**config.mk**
```make
export PLATFORM = sky130hd
export DESIGN_NAME = input_stream_buffer_controller
export DESIGN_NICKNAME = d
export VERILOG_FILES = /design/src/rtl/input_stream_buffer_controller.sv
export SDC_FILE = /design/constraint.sdc
export NUM_CORES = 1
export LEC_CHECK = 0
export CAP_MARGIN = 5
export CORE_MARGIN = 2
export CORE_UTILIZATION = 35
export CTS_CLUSTER_DIAMETER = 80
export DETAILED_ROUTE_END_ITERATION = 7
export PLACE_DENSITY = 0.8
export SETUP_SLACK_MARGIN = 0.15
export SLEW_MARGIN = 20
export SYNTH_ARGS = -nofsm -noshare
export SYNTH_HDL_FRONTEND = slang
export SYNTH_SLANG_ARGS = --single-unit
```
**constraint.sdc**
```tcl
create_clock -name clk -period 4.5 [get_ports clk]
set_input_delay 0.675 -clock clk [delete_from_list [all_inputs] [get_ports clk]]
set_output_delay 0.675 -clock clk [all_outputs]
set_load 0.1 [all_outputs]
```
**src/rtl/input_stream_buffer_controller.sv**
```systemverilog
// rtl/input_stream_buffer_controller.sv - circular row buffer sequencer for the input memory
// Packs streamed elements lane by lane into rows and pops committed rows with one-cycle read latency.
module input_stream_buffer_controller #(
  parameter int INPUT_WORD_BIT_WIDTH = 64,
  parameter int INPUT_ROWS           = 32,
  parameter int ELEMENT_BIT_WIDTH    = 4,
  localparam int ELEMENTS_PER_WORD   = INPUT_WORD_BIT_WIDTH / ELEMENT_BIT_WIDTH,
  localparam int INPUT_ADDRESS_WIDTH = $clog2(INPUT_ROWS)
) (
  input  logic                            clk,
  input  logic                            rst,
  input  logic                            flush,
  input  logic                            spi_active,
  input  logic [ELEMENT_BIT_WIDTH-1:0]    in_data,
  input  logic                            in_valid,
  output logic                            in_ready,
  input  logic                            rd_req,
  output logic                            rd_ready,
  output logic                            rd_valid,
  output logic [INPUT_ADDRESS_WIDTH:0]    occupancy,
  output logic                            full,
  output logic                            empty,
  output logic                            input_control_write_enable,
  output logic [INPUT_ADDRESS_WIDTH-1:0]  input_control_address_write,
  output logic [INPUT_WORD_BIT_WIDTH-1:0] input_control_data_in,
  output logic [INPUT_WORD_BIT_WIDTH-1:0] input_control_mask,
  output logic                            input_control_read_enable,
  output logic [INPUT_ADDRESS_WIDTH-1:0]  input_control_address_read
);

  localparam int LANE_W = (ELEMENTS_PER_WORD > 1) ? $clog2(ELEMENTS_PER_WORD) : 1;
  localparam logic [INPUT_ADDRESS_WIDTH:0]   ROWS_OCC  = (INPUT_ADDRESS_WIDTH + 1)'(INPUT_ROWS);
  localparam logic [INPUT_ADDRESS_WIDTH-1:0] LAST_ROW  = INPUT_ADDRESS_WIDTH'(INPUT_ROWS - 1);
  localparam logic [LANE_W-1:0]              LAST_LANE = LANE_W'(ELEMENTS_PER_WORD - 1);

  logic [INPUT_ADDRESS_WIDTH-1:0] wr_ptr_q, wr_ptr_d;
  logic [INPUT_ADDRESS_WIDTH-1:0] rd_ptr_q, rd_ptr_d;
  logic [LANE_W-1:0]              lane_q, lane_d;
  logic [INPUT_ADDRESS_WIDTH:0]   occ_q, occ_d;
  logic                           rd_valid_q, rd_valid_d;

  logic wr_fire;
  logic rd_fire;
  logic commit;

  assign full     = (occ_q == ROWS_OCC);
  assign empty    = (occ_q == '0);
  assign in_ready = !spi_active && !flush && !full;
  assign rd_ready = !spi_active && !flush && !empty;
  assign wr_fire  = in_valid && in_ready;
  assign rd_fire  = rd_req && rd_ready;
  assign commit   = wr_fire && (lane_q == LAST_LANE);

  assign occupancy = occ_q;
  assign rd_valid  = rd_valid_q;

  assign input_control_write_enable  = wr_fire;
  assign input_control_address_write = wr_ptr_q;
  assign input_control_read_enable   = rd_fire;
  assign input_control_address_read  = rd_ptr_q;

  // Lane placement: element and mask land only in the current lane's bit slice.
  always_comb begin
    input_control_data_in = '0;
    input_control_mask    = '0;
    for (int l = 0; l < ELEMENTS_PER_WORD; l++) begin
      if (lane_q == LANE_W'(l)) begin
        input_control_data_in[l*ELEMENT_BIT_WIDTH +: ELEMENT_BIT_WIDTH] = in_data;
        input_control_mask[l*ELEMENT_BIT_WIDTH +: ELEMENT_BIT_WIDTH]    = '1;
      end
    end
  end

  always_comb begin
    wr_ptr_d   = wr_ptr_q;
    rd_ptr_d   = rd_ptr_q;
    lane_d     = lane_q;
    occ_d      = occ_q;
    rd_valid_d = rd_fire;

    if (wr_fire) begin
      if (commit) begin
        lane_d   = '0;
        wr_ptr_d = (wr_ptr_q == LAST_ROW) ? '0 : wr_ptr_q + 1'b1;
      end else begin
        lane_d = lane_q + 1'b1;
      end
    end

    if (rd_fire) begin
      rd_ptr_d = (rd_ptr_q == LAST_ROW) ? '0 : rd_ptr_q + 1'b1;
    end

    // A commit and a pop in the same cycle cancel in the row count.
    case ({commit, rd_fire})
      2'b10:   occ_d = occ_q + 1'b1;
      2'b01:   occ_d = occ_q - 1'b1;
      default: occ_d = occ_q;
    endcase

    if (flush) begin
      wr_ptr_d   = '0;
      rd_ptr_d   = '0;
      lane_d     = '0;
      occ_d      = '0;
      rd_valid_d = 1'b0;
    end
  end

  always_ff @(posedge clk or posedge rst) begin
    if (rst) begin
      wr_ptr_q   <= '0;
      rd_ptr_q   <= '0;
      lane_q     <= '0;
      occ_q      <= '0;
      rd_valid_q <= 1'b0;
    end else begin
      wr_ptr_q   <= wr_ptr_d;
      rd_ptr_q   <= rd_ptr_d;
      lane_q     <= lane_d;
      occ_q      <= occ_d;
      rd_valid_q <= rd_valid_d;
    end
  end

endmodule
```
==> run_results.csv <==
group,metric,value,unit
grt,number_of_global_route_vias_before_repair,2181,
cells_and_area,final_cell_area,3350,µm²
drt,ant_nets,0,
drt,detail_route.first_pass.iterations,4,
synthesis,synth.distinct_cells,43,
cts,cts_setup_buffers,0,
synthesis,postSynthNetCount,306,
synthesis,adder_cell_area_share_of_the_yosys_netlist,7.37,%
synthesis,synth_top_flop_cell,"dfrtp_1",
grt,grt_max_degree,22,
setup_path,critical_path.startpoint_type,"register",
grt,global_route_total_overflow,0,
drt,detail_route.wl_per_cell,16.1,µm
placed_design,post-place-cells,456,
cts,cts_max_level,1,
drt,drc,0,
timing,max_freq,281,MHz
power,power.static_leakage,1.90,nW
cts,clock_insertion_delay_worst_skew,0.26,ns
synthesis,synth_top_family_by_area,"simple AND/OR/NAND/NOR gates",
synthesis,synth-xor-area-share,2.66,%
cts,cts_hold_repair.buffers,0,
grt,global_route.usage.total,19.5,%
timing,fin_hold_ws,0.541,ns
cells_and_area,share_of_cells_above_drive_strength_1,36.3,%
timing,tightest_slew,0.984,ns
setup_path,timing_worst_setup_path_type,"reg2reg",
synthesis,synth_area_per_cell,8.16,µm²
timing,finalWorstPathRequiredPeriod,3.56,ns
synthesis,synth.top_cell.area_share,22.8,%
timing,finalSetupTns,0,ns
floorplan,num_io_pins,161,
power,power_density,138,nW/µm²
setup_path,timing.critical_path.to_type,"register",
setup_path,critical_path_required,4.65,ns
placed_design,place.detailed.hpwl,5870,µm
cts,clock-root-buffer,"clkbuf_8",
floorplan,core_region_area,6350,µm²
synthesis,yosysMostFrequentCell,"and3_1",
job,timing.max_cap.violations,0,
cts,worst_setup_hold_path_clk_slew,0.07,ns
synthesis,synth.area.mux_share,1.90,%
run_status,run_status,"finished, final reports clean",
floorplan,effective_utilization_at_floorplan,36.4,%
cells_and_area,seqCellArea,527,µm²
timing,grt_setup_unrepaired,"false",
synthesis,post_synth_most_frequent_cells,"and3_1 (53), buf_4 (48), and2_1 (29), dfrtp_1 (21), clkbuf_1 (16)",
cells_and_area,fillers,596,
cts,post_cts_resize_count,0,
setup_path,crit_arrival,3.72,ns
placed_design,gp_congestion,0.906,
synthesis,post_synth_instance_area,2310,µm²
grt,antenna_violations_before_repair,0,
synthesis,synth_area_leaders,"dfrtp_1 (23%), buf_4 (16%), and3_1 (14%)",
timing,timing_hold_violations_final,0,
synthesis,synth-simple-area-share,31.3,%
timing,timing.clock.skew,0.00319,ns
floorplan,die_area,7260,µm²
cells_and_area,area_delta_synth_final,45.2,%
setup_path,worst-path-max-fanout,11,
synthesis,synth_enable_flop_cells,0,
cts,clock_sinks,21,
drt,finalWirelength,7390,µm
synthesis,yosys_register_bits,21,
power,total_power,0.000461,W
floorplan,placementRows,29,
synthesis,gate_count_of_the_mapped_netlist,283,
drt,via_per_inst,5.12,
placed_design,dpl_cell_area,3300,µm²
grt,grt_first_pass_wirelength,11600,µm
cts,numCtsBuffers,3,
cells_and_area,count_of_inserted_antenna_diode_cells,0,
cts,cts_tree,"yes",
cells_and_area,multi_input_comb_area,1320,µm²
timing,final_min_period_over_clock_period,79.2,%
synthesis,synthDominantAreaCellType,"dfrtp_1",
drt,detailroute.via_count,2355,
timing,setup_viol,0,
cts,cts.path.max_buffers,2,
cells_and_area,finalNonFillerCells,460,
min_path,hold_path_class,"reg2reg",
synthesis,synth_sequential_area_ratio,22.8,%
timing,timing.final.max_slew_violations,0,
drt,count_of_routing_violations_after_the_opening_detailed_route_iteration,112,
cells_and_area,final_nets,407,
synthesis,yosys_warnings,0,
floorplan,dieHeight,85.2,µm
synthesis,complex_gate_fraction_of_the_synthesized_area,13.0,%
placed_design,place.port_buffers,160,
timing,max_slew_margin,34.2,%
power,ir_drop,179,µV
synthesis,async_reset_ff_share,100,%
floorplan,die_extent_in_x,85.2,µm
## logic make-up after synthesis
family,Yosys count
xor gates and xnor gates,7
buffers and inverters,79
AOI/OAI and AO/OA,36
muxes,4
DFF,21
adders and majority gates,13
and+or+nand+nor,123
## path summary, 6_finish.rpt
check                                                           from                                   endpoint  slack (ns)  cells past startpoint
setup / recovery                            occupancy[1]$_DFFE_PP0P_                   occupancy[5]$_DFFE_PP0P_        0.94                     10
hold / removal             input_control_address_read[4]$_DFFE_PP0P_  input_control_address_read[4]$_DFFE_PP0P_        0.54                      1
setup reg to reg                            occupancy[1]$_DFFE_PP0P_                   occupancy[5]$_DFFE_PP0P_        0.94                     10
hold reg to reg            input_control_address_read[4]$_DFFE_PP0P_  input_control_address_read[4]$_DFFE_PP0P_        0.54                      1
max in group asynchronous                                        rst                   occupancy[4]$_DFFE_PP0P_        3.09                      2
min in group asynchronous                                        rst  input_control_address_read[4]$_DFFE_PP0P_        0.86                      2
## power breakdown
| group | total (W) | switching, W | internal [W] |
|---|---|---|---|
| registers | 0.000190 | 0.000000857 | 0.000189 |
| logic | 0.000149 | 0.000119 | 0.0000299 |
| clock network | 0.000122 | 0.0000593 | 0.0000632 |
## worst max-delay path, cell delays in order, from the launching register on
cell and delay [ns]:
dfrtp_1 0.47, or4_4 0.63, o311ai_4 0.39, inv_2 0.20, a21oi_2 0.36, ha_1 0.33, a211oi_1 0.24, o21bai_1 0.10
a21o_1 0.21, mux2_1 0.31, a211o_1 0.22
## per-layer routing
metal  track usage [%]  wire length [µm]  vias to the layer above
met5                 0                 0                        -
met4              4.18               123                        0
met3              3.40               633                       13
met2              34.1              3650                      111
met1              25.2              2980                     1098
li1                  -                 -                     1133
## stage by stage
step / worst slack [ns] / utilization, %
CTS: 0.942 / 52.7
global placement: 0.956 / 52.0
finish: 0.935 / 52.8
floorplan: 0.0477 / -
detailed placement: 0.906 / 52.0
global route: 0.706 / 52.8
## cells in the final DEF, fill, tap and decap left out, types with 2 or more instances in the layout
cell type,netlist,routed
o311ai_4,2,2
ha_1,12,12
o21bai_1,2,2
nor3_2,1,2
a22o_1,7,7
xnor2_1,5,5
o21ai_0,7,7
nand2_1,8,8
and3_1,53,53
inv_1,10,10
and2_1,29,29
nor3_1,8,6
inv_2,2,2
nand3_1,9,9
a21oi_1,5,5
nand4_1,2,2
o311ai_1,2,2
clkdlybuf4s50_1,0,41
a21o_1,3,3
buf_4,48,121
clkbuf_8,0,3
nor2_1,7,7
xor2_1,2,2
dfrtp_1,21,20
mux2_2,2,2
## sequential cells by signal, indices dropped and copies added, names as in the netlist
register	flops
occupancy	6
lane_q	4
input_control_address_read	5
rd_valid	1
input_control_address_write	5
## area by class of cell
cell class              count  area share (%)
repair buffers            162            39.3
multi-input cells         183            39.3
flip-flops and latches     21            15.7
well taps                  77            2.87
inverters                  13            1.46
clock buffers               4            1.34
(Power assumes the default switching activity.)
